==> src/rtl/uart_tx_ctrl.sv <==
// UART transmit sequencer: pops one word from the TX FIFO and serializes it as
// start bit, DATA_SIZE data bits LSB first, and 1 or 2 stop bits at div+1 clocks per bit.
module uart_tx_ctrl #(
    parameter int DATA_SIZE = 8,
    parameter int DIV_WIDTH = 16
) (
    input  logic                 clock,
    input  logic                 reset,
    input  logic                 tx_en,
    input  logic                 nstop,
    input  logic [DIV_WIDTH-1:0] div,
    input  logic                 fifo_empty,
    input  logic [DATA_SIZE-1:0] fifo_rd_data,
    output logic                 fifo_rd_en,
    output logic                 txd,
    output logic                 busy,
    output logic                 tx_done
);

    localparam int BW = $clog2(DATA_SIZE + 1);

    typedef enum logic [2:0] {IDLE, POP, LOAD, START, DATA, STOP} state_t;

    state_t               state, state_nxt;
    logic [DIV_WIDTH-1:0] baud_cnt, div_reg;
    logic [BW-1:0]        bit_cnt;
    logic [DATA_SIZE-1:0] shift;
    logic                 nstop_reg, stop_cnt;
    logic                 bit_end, last_data, last_stop;

    assign bit_end   = (baud_cnt == div_reg);
    assign last_data = (bit_cnt == BW'(DATA_SIZE - 1));
    assign last_stop = (stop_cnt == nstop_reg);

    always_ff @(posedge clock or negedge reset) begin
        if (!reset) state <= IDLE;
        else        state <= state_nxt;
    end

    // Outputs decode state and counters only; inputs steer transitions alone.
    always_comb begin
        state_nxt  = state;
        fifo_rd_en = 1'b0;
        txd        = 1'b1;
        busy       = 1'b1;
        tx_done    = 1'b0;
        case (state)
            IDLE: begin
                busy = 1'b0;
                if (tx_en && !fifo_empty) state_nxt = POP;
            end
            POP: begin
                fifo_rd_en = 1'b1;
                state_nxt  = LOAD;
            end
            LOAD: state_nxt = START;
            START: begin
                txd = 1'b0;
                if (bit_end) state_nxt = DATA;
            end
            DATA: begin
                txd = shift[0];
                if (bit_end && last_data) state_nxt = STOP;
            end
            STOP: begin
                if (bit_end && last_stop) begin
                    tx_done   = 1'b1;
                    state_nxt = (tx_en && !fifo_empty) ? POP : IDLE;
                end
            end
            default: state_nxt = IDLE;
        endcase
    end

    always_ff @(posedge clock or negedge reset) begin
        if (!reset) begin
            baud_cnt  <= '0;
            bit_cnt   <= '0;
            shift     <= '0;
            div_reg   <= '0;
            nstop_reg <= 1'b0;
            stop_cnt  <= 1'b0;
        end else begin
            case (state)
                LOAD: begin
                    shift     <= fifo_rd_data;
                    div_reg   <= div;
                    nstop_reg <= nstop;
                    baud_cnt  <= '0;
                    bit_cnt   <= '0;
                    stop_cnt  <= 1'b0;
                end
                START, DATA, STOP: begin
                    baud_cnt <= bit_end ? '0 : baud_cnt + DIV_WIDTH'(1);
                    if (bit_end && state == DATA) begin
                        shift   <= shift >> 1;
                        bit_cnt <= bit_cnt + BW'(1);
                    end
                    // Second stop bit only runs when nstop_reg is set.
                    if (bit_end && state == STOP) stop_cnt <= 1'b1;
                end
                default: ;
            endcase
        end
    end

endmodule

==> config.mk <==
export PLATFORM = sky130hd
export DESIGN_NAME = uart_tx_ctrl
export DESIGN_NICKNAME = d
export VERILOG_FILES = /design/src/rtl/uart_tx_ctrl.sv
export SDC_FILE = /design/constraint.sdc
export NUM_CORES = 1
export LEC_CHECK = 0
export BUFFER_PORTS_ARGS = -buffer_cell sky130_fd_sc_hd__buf_2
export CORE_MARGIN = 5
export CORE_UTILIZATION = 51
export CTS_CLUSTER_SIZE = 25
export DETAILED_ROUTE_END_ITERATION = 10
export GPL_TIMING_DRIVEN = 0
export PLACE_DENSITY = 0.73
export SLEW_MARGIN = 30
export SYNTH_ARGS = -nofsm -noshare
export SYNTH_HDL_FRONTEND = slang
export SYNTH_SLANG_ARGS = --single-unit
==> constraint.sdc <==
create_clock -name clock -period 2.19 [get_ports clock]
set_input_delay 0.1095 -clock clock [delete_from_list [all_inputs] [get_ports clock]]
set_output_delay 0.1095 -clock clock [all_outputs]
set_load 0.02 [all_outputs]
==> results.yml <==
run_status:
  status: "finished, violations left"
  violations: "negative setup slack"
global_routing:
  antenna_found_initial: 0
  use_met1_pct: 29.8
  overflow: 0
  grt_pass1_wl_um: 11600
  busiest_layer: "met2"
  grt_usage_pct: 20.1
  gr-usage-met3_pct: 4.55
  grt_start_max_net_pins: 50
  grt_pass1_vias: 2321
  use_met2_pct: 29.9
power_and_ir_drop:
  power_leakage_nw: 1.36
  total_power_mw: 3.40
  vdd_ir_drop_max_mv: 0.549
  p_per_area_nw_per_um2: 1060
clocking:
  cts_made_buffers: 5
  clkTransAtPathRegs_ps: 90
  insertion_delay_ps: 300
  ctsLongestPathBuffers: 2
  cts.sinks: 49
  clk_root_buffer_cell: "clkbuf_8"
  htree_num_levels: 2
  tritoncts: "yes"
final_layout:
  final_core_util_pct: 62.4
  drive_gt1_share_pct: 26.8
  area_growth_pct: 18.0
  final_nets: 347
  n_antenna_cell: 0
  multiInputGateArea_sq_um: 1430
  regArea_sq_um: 1230
  nFillCells: 437
  final_area_sq_um: 3210
yosys:
  synth.most_common_cell: "dfrtp_1"
  ys_ff_latch: 49
  yosysTopAreaCellShare_pct: 45.1
  synth_largest_area_cell: "dfrtp_1"
  synthFlopType: "dfrtp_1"
  seq_area_frac_synth_pct: 45.1
  ys_types: 49
  syn_inst: 268
  synth_common_cells: "dfrtp_1, nand2_1, mux2_2, xor2_1, o22a_1"
  synth.yosys.warnings: 0
  synth_area_sq_um: 2720
  synth_edf_count: 0
  synth.net_count: 299
  synth_area_leaders: "dfrtp_1, mux2_2, xor2_1"
  synthArstFlopShare_pct: 100
  syn_area_per_cell_sq_um: 10.1
sta:
  slew_violations: 0
  fin_crit_sh_pct: 103
  layout_setup_ws_ps: -73.4
  tightest_slew_ps: 642
  setup_tns_ps: -73.4
  fmax_mhz: 442
  clock-skew-final_ps: 11.7
  setup_viol: 1
  rsz0062_at_grt: "true"
  fin_crit_ps: 2260
  hold_viol: 0
  slew_headroom_pct: 57.2
  hold_slack_ps: 37.6
worst_setup_path:
  critPathKind: "reg2out"
  cp_data_required_time_ps: 2080
  cp_max_fo: 3
  end_kind: "output pin"
  cp-start-kind: "flip-flop"
  crit_arrival_ps: 2150
  r2r_setup_slack_ps: 40
routing:
  drt-total-wl_um: 6670
  ant_nets: 0
  drc: 0
  vias: 2395
  wl_per_cell_um: 17.2
  drt_iter0_drc: 209
  drt_first_pass_iters: 5
  vias_per_cell: 6.19
floorplanning:
  io_pins: 33
  die-area_sq_um: 6890
  core_sq_um: 5140
  fp-row-count: 26
  start_util_pct: 52.9
  die_w_um: 83.0
  die_h_um: 83.0
placement:
  io_buffer_count: 32
  hpwl_um: 4490
  place_area_sq_um: 2970
  place_congestion: 0.879
worst_hold_path:
  hold_path.class: "in2reg"
flow_run:
  cap_viol_max_count: 0
[placed cells by master, fill, tap and decap left out, drive strengths merged, types with 3 or more instances in the layout]
cell type	count
nor2	9
and3	3
and2	3
clkbuf	18
nor3	6
mux2	17
xor2	17
nand2	23
nor4	5
o21ai	9
or3	4
o221a	7
inv	10
a31oi	7
o22a	14
nand2b	4
o211ai	5
o311ai	3
nand4	9
or4	3
o2bb2ai	3
dfrtp	49
buf	46
o31ai	3
nand3	10
[per-layer routing]
layer | wire, um | vias up | part of all wire [%]
li1 | - | 1112 | -
met1 | 3090 | 1164 | 46
met2 | 2980 | 109 | 45
met3 | 521 | 10 | 7.8
met4 | 78 | 0 | 1.2
met5 | 0 | - | 0
[path summary, 6_finish.rpt]
check / startpoint / to / cells after the start
setup reg to reg: baud_cnt[14] / shift[0] / 7
hold reg to reg: div_reg[1] / div_reg[1] / 1
max in group asynchronous: reset / baud_cnt[14] / 2
hold / removal: div[13] / div_reg[13] / 2
min in group asynchronous: reset / shift[4] / 2
setup / recovery: baud_cnt[14] / tx_done / 7
[where the power goes]
part	leakage (nW)	internal, mW	switching [mW]	total [mW]
clock network	0.0450	0.222	0.297	0.519
registers	0.603	1.21	0.284	1.49
logic	0.717	0.707	0.683	1.39
total	1.36	2.14	1.26	3.40
[worst max-delay path: stages, from the launching register on]
cell	delay, ps
dfrtp_2	450
xor2_2	160
nor4_4	330
nand4_1	200
buf_6	160
or2_4	250
nor3_4	170
buf_6	140
[area by class of cell]
cell class                      instances  share of cell area, %
Multi-Input combinational cell        191                   44.6
Sequential cell                        49                   38.3
Timing Repair Buffer                   41                   7.45
Buffer                                 18                   3.20
Tap cell                               70                   2.73
Clock buffer                            6                   2.26
Inverter                               10                   1.17
Clock inverter                          2                  0.312
[timing repair]
action | 4_1_cts | 5_1_grt
gates resized for setup | 7 | 22
hold buffers | 1 | 0
hold endpoints to repair | 49 | 0
pin swaps | 4 | 7
setup endpoints to repair | 30 | 19
buffers inserted | 5 | 3
[cell families after synthesis]
| family | after synthesis | synth area share (%) |
|---|---|---|
| simple gates | 87 | 17.1 |
| compound gates | 67 | 19.7 |
| flops | 49 | 45.1 |
| buf+inv | 28 | 4.33 |
| mux | 18 | 7.41 |
| xor+xnor | 17 | 5.48 |
| fa+ha+maj | 2 | 0.920 |
[per-stage QoR]
step                setup WS, ps  std cells
floorplan                    122        268
global placement            -252        370
detailed placement          -201        370
CTS                        -48.6        384
global route                -185        387
finish                     -73.4        387
Note: power is estimated with default switching activity, not from simulation.
